`src/rtl/pueo_trig_merge.sv`:
```
// Merges RF/ext/PPS/soft trigger sources into one stream: edge-detects each source's valid level,
// arbitrates by fixed priority (lowest index wins) and enforces a global holdoff between grants.
module pueo_trig_merge #(
    parameter int unsigned NSRC      = 4,
    parameter int unsigned CNT_WIDTH = 16
) (
    input  logic                      sysclk_i,
    input  logic                      sysclk_rst_i,
    input  logic                      running_i,
    input  logic [15:0]               holdoff_i,
    input  logic [NSRC*12-1:0]        src_addr_i,
    input  logic [NSRC*8-1:0]         src_meta_i,
    input  logic [NSRC-1:0]           src_valid_i,
    input  logic [NSRC-1:0]           src_en_i,
    output logic [11:0]               m_trig_addr_o,
    output logic [7:0]                m_trig_meta_o,
    output logic [1:0]                m_trig_src_o,
    output logic                      m_trig_valid_o,
    input  logic                      m_trig_ready_i,
    output logic [NSRC*CNT_WIDTH-1:0] drop_cnt_o
);

    logic [NSRC-1:0]                valid_prev_q;
    logic                           running_q;
    logic [NSRC-1:0]                pend_q, pend_d;
    logic [NSRC-1:0][11:0]          pend_addr_q, pend_addr_d;
    logic [NSRC-1:0][7:0]           pend_meta_q, pend_meta_d;
    logic [NSRC-1:0][CNT_WIDTH-1:0] drop_q, drop_d;
    logic [15:0]                    hold_q, hold_d;
    logic [11:0]                    out_addr_q, out_addr_d;
    logic [7:0]                     out_meta_q, out_meta_d;
    logic [1:0]                     out_src_q, out_src_d;
    logic                           out_valid_q, out_valid_d;

    logic [NSRC-1:0] evt;
    logic [NSRC-1:0] drop;
    logic [NSRC-1:0] grant_vec;
    logic            grant;
    logic [1:0]      win_idx;

    assign evt   = src_valid_i & ~valid_prev_q & src_en_i & {NSRC{running_i}};
    assign grant = (|pend_q) && (hold_q == 16'd0) && (!out_valid_q || m_trig_ready_i);

    // Scan downward so the lowest pending index is the one left standing.
    always_comb begin
        win_idx   = 2'd0;
        grant_vec = '0;
        for (int i = NSRC - 1; i >= 0; i--) begin
            if (pend_q[i]) begin
                win_idx = 2'(i);
            end
        end
        if (grant) begin
            grant_vec[win_idx] = 1'b1;
        end
    end

    always_comb begin
        pend_d      = pend_q;
        pend_addr_d = pend_addr_q;
        pend_meta_d = pend_meta_q;
        drop        = '0;
        for (int n = 0; n < NSRC; n++) begin
            if (grant_vec[n]) begin
                pend_d[n] = 1'b0;
            end
            // A pending copy is never overwritten; the newer event is counted as lost instead.
            if (evt[n]) begin
                if (pend_q[n]) begin
                    drop[n] = 1'b1;
                end else begin
                    pend_d[n]      = 1'b1;
                    pend_addr_d[n] = src_addr_i[12*n +: 12];
                    pend_meta_d[n] = src_meta_i[8*n +: 8];
                end
            end
        end
        if (!running_i) begin
            pend_d = '0;
        end
    end

    always_comb begin
        drop_d = drop_q;
        for (int n = 0; n < NSRC; n++) begin
            if (running_i && !running_q) begin
                drop_d[n] = '0;
            end else if (drop[n] && (drop_q[n] != {CNT_WIDTH{1'b1}})) begin
                drop_d[n] = drop_q[n] + 1'b1;
            end
        end
    end

    always_comb begin
        out_addr_d  = out_addr_q;
        out_meta_d  = out_meta_q;
        out_src_d   = out_src_q;
        out_valid_d = out_valid_q;
        hold_d      = (hold_q != 16'd0) ? hold_q - 16'd1 : 16'd0;
        if (grant) begin
            out_addr_d  = pend_addr_q[win_idx];
            out_meta_d  = pend_meta_q[win_idx];
            out_src_d   = win_idx;
            out_valid_d = 1'b1;
            hold_d      = holdoff_i;
        end else if (m_trig_ready_i) begin
            out_valid_d = 1'b0;
        end
        if (!running_i) begin
            out_valid_d = 1'b0;
            hold_d      = 16'd0;
        end
    end

    always_ff @(posedge sysclk_i) begin
        if (sysclk_rst_i) begin
            valid_prev_q <= '0;
            running_q    <= 1'b0;
            pend_q       <= '0;
            pend_addr_q  <= '0;
            pend_meta_q  <= '0;
            drop_q       <= '0;
            hold_q       <= 16'd0;
            out_addr_q   <= 12'd0;
            out_meta_q   <= 8'd0;
            out_src_q    <= 2'd0;
            out_valid_q  <= 1'b0;
        end else begin
            valid_prev_q <= src_valid_i;
            running_q    <= running_i;
            pend_q       <= pend_d;
            pend_addr_q  <= pend_addr_d;
            pend_meta_q  <= pend_meta_d;
            drop_q       <= drop_d;
            hold_q       <= hold_d;
            out_addr_q   <= out_addr_d;
            out_meta_q   <= out_meta_d;
            out_src_q    <= out_src_d;
            out_valid_q  <= out_valid_d;
        end
    end

    assign m_trig_addr_o  = out_addr_q;
    assign m_trig_meta_o  = out_meta_q;
    assign m_trig_src_o   = out_src_q;
    assign m_trig_valid_o = out_valid_q;
    assign drop_cnt_o     = drop_q;

endmodule
```
`config.mk`:
```
export PLATFORM = sky130hd
export DESIGN_NAME = pueo_trig_merge
export DESIGN_NICKNAME = d
export VERILOG_FILES = /design/src/rtl/pueo_trig_merge.sv
export SDC_FILE = /design/constraint.sdc
export NUM_CORES = 1
export LEC_CHECK = 0
export CORE_ASPECT_RATIO = 1.4
export CORE_UTILIZATION = 30
export DETAILED_ROUTE_END_ITERATION = 8
export GPL_TIMING_DRIVEN = 0
export PLACE_DENSITY = 0.51
export SYNTH_ARGS = -nofsm -noshare
export SYNTH_HDL_FRONTEND = slang
export SYNTH_SLANG_ARGS = --single-unit
```
`constraint.sdc`:
```
create_clock -name sysclk_i -period 4.1 [get_ports sysclk_i]
set_input_delay 0.82 -clock sysclk_i [delete_from_list [all_inputs] [get_ports sysclk_i]]
set_output_delay 0.82 -clock sysclk_i [all_outputs]
set_load 0.03 [all_outputs]
```
==> impl_metrics.ini <==
[run_status]
status = finished, final reports clean

[worst_setup_path]
path_cells = clkdlybuf4s50_1 > buf_4 > nand4b_2 > or4_4 > clkbuf_1 > o31ai_1 > a21oi_1
cpMaxStageDelayCell = or4_4
rrSetupSlack_ns = 1.65
r2r-start = drop_cnt_o[0]$_SDFFE_PP0P_
cp.buffers_inverters = 3
cp-end-kind = flip-flop
slowest_delay_ns = 0.57
criticalPathCategory = input port to flip-flop
startpoint_type = input port
worst_ep_arrival_time_ns = 2.96
critical_path.top_delay_family = buffers and inverters
path_max_fanout = 10
r2r_cells = 5
cp_data_required_time_ns = 4.40
r2r-end = drop_cnt_o[4]$_SDFFE_PP0P_

[synth]
synth_area_mm2 = 0.00850
synth_top_flop_cell = dfxtp_1
synth.distinct_cells = 56
synth.area.top_cells = dfxtp_1, a21oi_1, nand2_1
synthCells = 1018
synth_seq_cells = 192
syn-num-nets = 1132
synth-edff-count = 0
avgSynthCellArea_um2 = 8.35
yosys_warnings = 0
synth-seq-area-share_pct = 45.2
synth_top_area_share_pct = 45.2
synthArstFlopShare_pct = 0
yosys.area.top_type = dfxtp_1

[timing]
period_minus_slack_ns = 2.65
slew_viol_final = 0
period_share_pct = 64.7
finalSetupViolCount = 0
setup_ws_ns = 1.45
tns_ns = 0
rsz0062_at_grt = no
fin_hold_ws_ns = 0.455
worstMarginPinSlew_ns = 1.30
max_freq_mhz = 377
slew_headroom_pct = 12.3
hold_viol = 0
clock_skew_ns = 0.00933

[flow_run]
drv_cap = 0

[clock_network]
cts_max_path_buffers = 2
postCtsResizedCells = 0
htree_levels = 4
cts_sinks = 192
ctsHoldBuffers = 0
cts_tree = built
root_buffer = clkbuf_16
clock_latency_ns = 0.44
cts_inserted_buffers = 17
path_clk_slew_ns = 0.07
post_cts_buffers = 0

[worst_hold_path]
holdCritPathClass = flip-flop to flip-flop
hold-path-cell-count = 2
worstHoldStart = pend_addr_q[11]$_SDFFE_PP0P_
hold_end = pend_addr_q[11]$_SDFFE_PP0P_

[floorplanning]
die_area_mm2 = 0.0290
start_util_pct = 30.6
die_height_um = 201
core_region_area_mm2 = 0.0277
io_pins = 195
chipWidth_um = 144
num_rows = 72

[placement]
dp_hpwl_mm = 21.7
place_congestion = 0.814
io_buffers = 193
preCtsSetupSlack_ns = 1.00
place_inst = 1581
dpl_cell_area_mm2 = 0.0109

[routing]
drt_pass1_iterations = 5
route.detailed.drc = 0
route.vias.total = 8396
via_per_inst = 5.21
first_iter_violations = 417
routedWlPerCell_um = 17.4
ant_nets = 0
routed_wl_mm = 28.1

[global_route]
grt_pass1_vias = 8110
track_usage_pct = 19.8
grt_overflow = 0
antenna_found_initial = 0
grt_max_degree = 19
grt_first_pass_wirelength_mm = 44.2

[final_layout]
area_delta_synth_final_pct = 35.2
mostFrequentLayoutCells = clkdlybuf4s50_1, nand2_1, dfxtp_1
final_cell_count_no_fill = 1613
multi_input_area_mm2 = 0.00431
seq_area_mm2 = 0.00384
nFillCells = 2950
layout-drive-gt1-share_pct = 4.34
stdcell_area_mm2 = 0.0115
diodes = 0
nNetsFinal = 1344
final_common_cell = clkdlybuf4s50_1

[power]
leakage_uw = 0.00355
ir_drop_uv = 300
power.density_mw_per_mm2 = 466
synthesized netlist by cell type, types with 2 or more instances:
master and count:
o41ai_1 9, or3_1 7, or4_1 44, ha_1 6
nor3_1 12, nor4_2 2, o21a_1 7, a21oi_1 166
nor4_1 10, clkbuf_1 61, nor2_1 13, o311ai_0 7
o2bb2ai_1 7, xor2_1 7, and3_1 5, nand2_1 192
inv_1 17, a21o_1 2, a221oi_1 20, o31ai_1 40
nand4_1 28, nand4b_2 2, o211ai_1 4, buf_2 7
or3b_2 2, nand2b_1 7, nor3b_1 5, a22o_1 20
and4_1 7, dfxtp_1 192, nor2b_1 7, and4b_1 5
a31oi_1 2, nor4b_1 2, o31a_1 2, a211oi_1 20
o21ai_0 19, nand4b_1 3, xnor2_1 2, nand3_1 32
area by class of cell:
class,count,area share (%)
Buffer,71,2.44
Clock buffer,17,3.70
Clock inverter,15,1.50
Inverter,17,0.555
Multi-Input combinational cell,738,37.5
Sequential cell,192,33.4
Tap cell,370,4.03
Timing Repair Buffer,193,16.8
worst reg2reg max path, stage by stage (launching register included):
cell and delay, ns:
dfxtp_1 0.46, ha_1 0.24, nand4_1 0.20, nor4_1 1.13, or4_1 0.23, a21oi_1 0.06
worst max path at each step:
| stage | start | end | slack (ns) | depth (start not counted) |
|---|---|---|---|---|
| finish | running_i | drop_cnt_o[58]$_SDFFE_PP0P_ | 1.45 | 7 |
| global route | running_i | drop_cnt_o[58]$_SDFFE_PP0P_ | 1.32 | 7 |
| floorplan | running_i | drop_cnt_o[15]$_SDFFE_PP0P_ | 1.80 | 6 |
| CTS | running_i | drop_cnt_o[58]$_SDFFE_PP0P_ | 1.46 | 7 |
| detailed placement | running_i | drop_cnt_o[63]$_SDFFE_PP0P_ | 1.00 | 7 |
| global placement | running_i | drop_cnt_o[20]$_SDFFE_PP0P_ | 0.99 | 6 |
power by group:
part	internal, uW	total, uW	switching (uW)
sequential	2000	2120	118
clock	920	1730	809
combinational	593	1510	914
through the flow:
stage | total power (uW) | util [%]
CTS | 5420 | 41.4
global placement | 3670 | 39.3
global route | 5670 | 41.4
detailed placement | 3690 | 39.3
floorplan | 3160 | -
finish | 5350 | 41.4
state kept, by name, indices dropped and copies added (netlist names):
register / cells
pend_addr_q: 48
hold_q: 16
m_trig_meta_o: 8
valid_prev_q: 4
running_q: 1
m_trig_src_o: 2
drop_cnt_o: 64
pend_meta_q: 32
m_trig_addr_o: 12
m_trig_valid_o: 1
pend_q: 4
layer usage:
layer,GRT usage [%],vias to the layer above,wire (um)
li1,-,4254,-
met1,24.1,3958,12300
met2,35.6,167,14500
met3,2.86,17,952
met4,5.11,0,337
met5,0,-,0
cell families after synthesis:
group,after synthesis,share of synthesized area [%]
DFF,192,45.2
xor gates and xnor gates,9,0.927
adders and majority gates,6,0.883
muxes,1,0.118
and+or+nand+nor,392,24.1
AOI/OAI and AO/OA,330,24.7
buffers and inverters,88,4.05
No activity file was read; power rests on OpenSTA's default activity.
==> RTL edit 1, RTL diff (config.mk and constraints unchanged) <==
`CNT_WIDTH`: 16 -> 32.
--- a/src/rtl/pueo_trig_merge.sv
+++ b/src/rtl/pueo_trig_merge.sv
@@ -2,7 +2,7 @@
 // arbitrates by fixed priority (lowest index wins) and enforces a global holdoff between grants.
 module pueo_trig_merge #(
     parameter int unsigned NSRC      = 4,
-    parameter int unsigned CNT_WIDTH = 16
+    parameter int unsigned CNT_WIDTH = 32
 ) (
     input  logic                      sysclk_i,
     input  logic                      sysclk_rst_i,
Ports: changed (resized drop_cnt_o); port bits go from 195 to 259. The function was not compared with the original's and may differ.
==> RTL edit 1 against the original RTL <==
- fmax down 13%
- wire length grew 47%
- cell area increased by 37%
- area after synthesis is 36% higher
- combinational power down 8%
- synthesized cell count grew 40%
- worst setup slack worse by 400 ps
- count of clock-buffer cells in the layout increased by 25
- sequential cell count grew 64
- power rose by 26%
==> RTL edit 1: results (changes against the original RTL) <==
Synth cell count leaders = dfxtp_1, nand2_1, a21oi_1
DP Wirelength = 31.28 mm (+44%)
Worst r2r dst = drop_cnt_o[91]
Nets = 1826 (+36%)
Met1 usage = 23.05% (-1.1 points)
Number of H-tree levels = 1 (-3)
Port-buffer cells = 257 (+33%)
Syn avg cell area = 8.142 µm² (-2.5%)
Outcome = finished clean
Hold EP = pend_addr_q[18]
Routed met2 length = 21.34 mm (+47%)
Internal power = 4.773 mW (+36%)
Vias per inst = 5.337 (+2.5%)
Pre-CTS setup slack = 334.8 ps (-665.5 ps)
Layout Skew = 9.258 ps (-0.07536 ps)
Critical path data arrival time = 3540 ps (+580 ps)
Mapped Nets = 1539 (+36%)
Clk network pwr share = 38.6% (+6.3 points)
Hold Startpoint = pend_addr_q[18]
Flop2flop setup slack = 1340 ps (-310 ps)
Initial antenna violation count = 2 (+2)
Wl on met1 = 16.65 mm (+36%)
Average routed wire per standard cell = 18.67 µm (+7.3%)
Longest Clk Path Bufs = 3 (+1)
Synth top area cells = dfxtp_1, a21oi_1, nand2_1
Metal3 WL = 1.975 mm (+110%)
==> RTL edit 1: cell count changes after synthesis, sizes merged, moves of 18 or more <==
cell,change
nand2,+48
nor2,+58
dfxtp,+64
or3,+68
a222oi,+20
nand3,+25
mux2,+20
a21oi,+18
o21ai,+70
a221oi,-18
a22o,-20
==> RTL edit 1: area by class of cell <==
type / instances / area, µm²
Clock buffer: 42 / 854.6
Tap cell: 473 / 591.8
Inverter: 24 / 90.09
Sequential cell: 256 / 5125
Clock inverter: 7 / 85.08
Timing Repair Buffer: 257 / 2572
Fill cell: 3869 / 22130
Buffer: 84 / 352.8
Multi-Input combinational cell: 1061 / 6035
==> RTL edit 1: cell families after synthesis <==
logic type	count (synthesis)	share of synthesized area (%)
AO/OA/AOI/OAI	383	19.52
XOR/XNOR	27	2.038
adder cells (fa/ha/maj)	6	0.6470
buffers and inverters	108	3.818
flip-flops	256	44.17
multiplexers	24	2.286
AND/OR/NAND/NOR	621	27.52
==> RTL edit 2, RTL diff (same settings) <==
Made on the original files. Put one more register stage on the output `drop_cnt_o`, without a reset. The value now appears one clock later. The other outputs are not delayed to match.
--- a/src/rtl/pueo_trig_merge.sv
+++ b/src/rtl/pueo_trig_merge.sv
@@ -144,6 +144,8 @@
     assign m_trig_meta_o  = out_meta_q;
     assign m_trig_src_o   = out_src_q;
     assign m_trig_valid_o = out_valid_q;
-    assign drop_cnt_o     = drop_q;
+    always_ff @(posedge sysclk_i) begin
+        drop_cnt_o <= drop_q;
+    end
 
 endmodule
Check against the original RTL: not equivalent (Yosys sat finds a counterexample within 4 cycles, from zero or initial values and one cycle with sysclk_rst_i high).
==> RTL edit 2 against the original RTL <==
- power rose by 30%
- sequential share of layout area rose by 4.6 points
- critical path depth stayed put
- area after synthesis up 18%
- sequential cell count rose by 64
- final cell count up 12%
- cell area up 17%
- global-route usage decreased by 2.5 points
- wire length rose by 3.9%
- worst setup slack got worse by 69 ps
- synthesized cell count grew 11%
- critical path type unchanged
- largest cell class is now sequential cells
==> RTL edit 2: results (changes against the original RTL) <==
Outcome = finished clean
Pre-CTS setup slack = 805.2 ps (-195.2 ps)
Layout cells sized above 1 = 9.131% (+4.8 points)
Drt first pass iters = 4 (-1)
Longest Clk Path Bufs = 3 (+1)
Cells on worst reg2reg path = 9 (+4)
Mux contribution to synthesized area = 2.444% (+2.3 points)
Hold EP = drop_cnt_o[62]
Crit Reg-Reg Startpoint = pend_q[1]
Vias per inst = 4.703 (-9.6%)
Synth top area cells = dfxtp_1, nand2_1, a21oi_1
Global Route met3 Usage = 2.300% (-0.56 points)
Synth cell types = 60 (+7.1%)
Seq. cell area = 5125 µm² (+33%)
Met2 GRT Util = 30.77% (-4.9 points)
VDD IR max = 0.2373 mV (-21%)
Critical path data arrival time = 3190 ps (+230 ps)
Post-synthesis sequential area ratio = 51.07% (+5.8 points)
Worst r2r dst = hold_q[12]
TritonCTS Buffers = 25 (+8)
Static leakage = 4.636 nW (+31%)
Area post-placement = 12520 µm² (+15%)
Non-clock buffers = 261 (-1.1%)
DP Wirelength = 22.17 mm (+2.4%)
Worst path max stage delay = 700 ps (+130 ps)
## RTL edit 2: changes by cell type after synthesis, moves of 37 or more
cell,delta
nor2_1,+84
or4_1,-37
o31ai_1,-40
a21oi_1,-63
dfxtp_1,+64
nand2_1,+51
xnor2_1,+37
## RTL edit 2: worst register-to-register path, cell delays in order (launching register included)
cell      delay (ps)
dfxtp_1          300
clkbuf_1         230
or4_1            680
nor2b_1          170
buf_2            190
and2_4           180
buf_6            120
buf_6            140
a22oi_1          190
nor2_1            60
## RTL edit 2: power by group through the flow
stage	Clock (mW)	Sequential, mW	Combinational [mW]
final	2.61	2.74	1.59
after global placement	0	2.79	1.57
after detailed placement	0	2.79	1.59
after floorplan	0	2.83	1.05
after global routing	2.79	2.75	1.76
after CTS	2.68	2.73	1.60
## RTL edit 2: per-layer routing
layer | part of all wire (%) | vias up | wire, µm
met5 | 0 | - | 0
met1 | 42 | 3922 | 12350
li1 | - | 4326 | -
met3 | 4.3 | 43 | 1262
met4 | 2.9 | 0 | 840
met2 | 50 | 217 | 14710
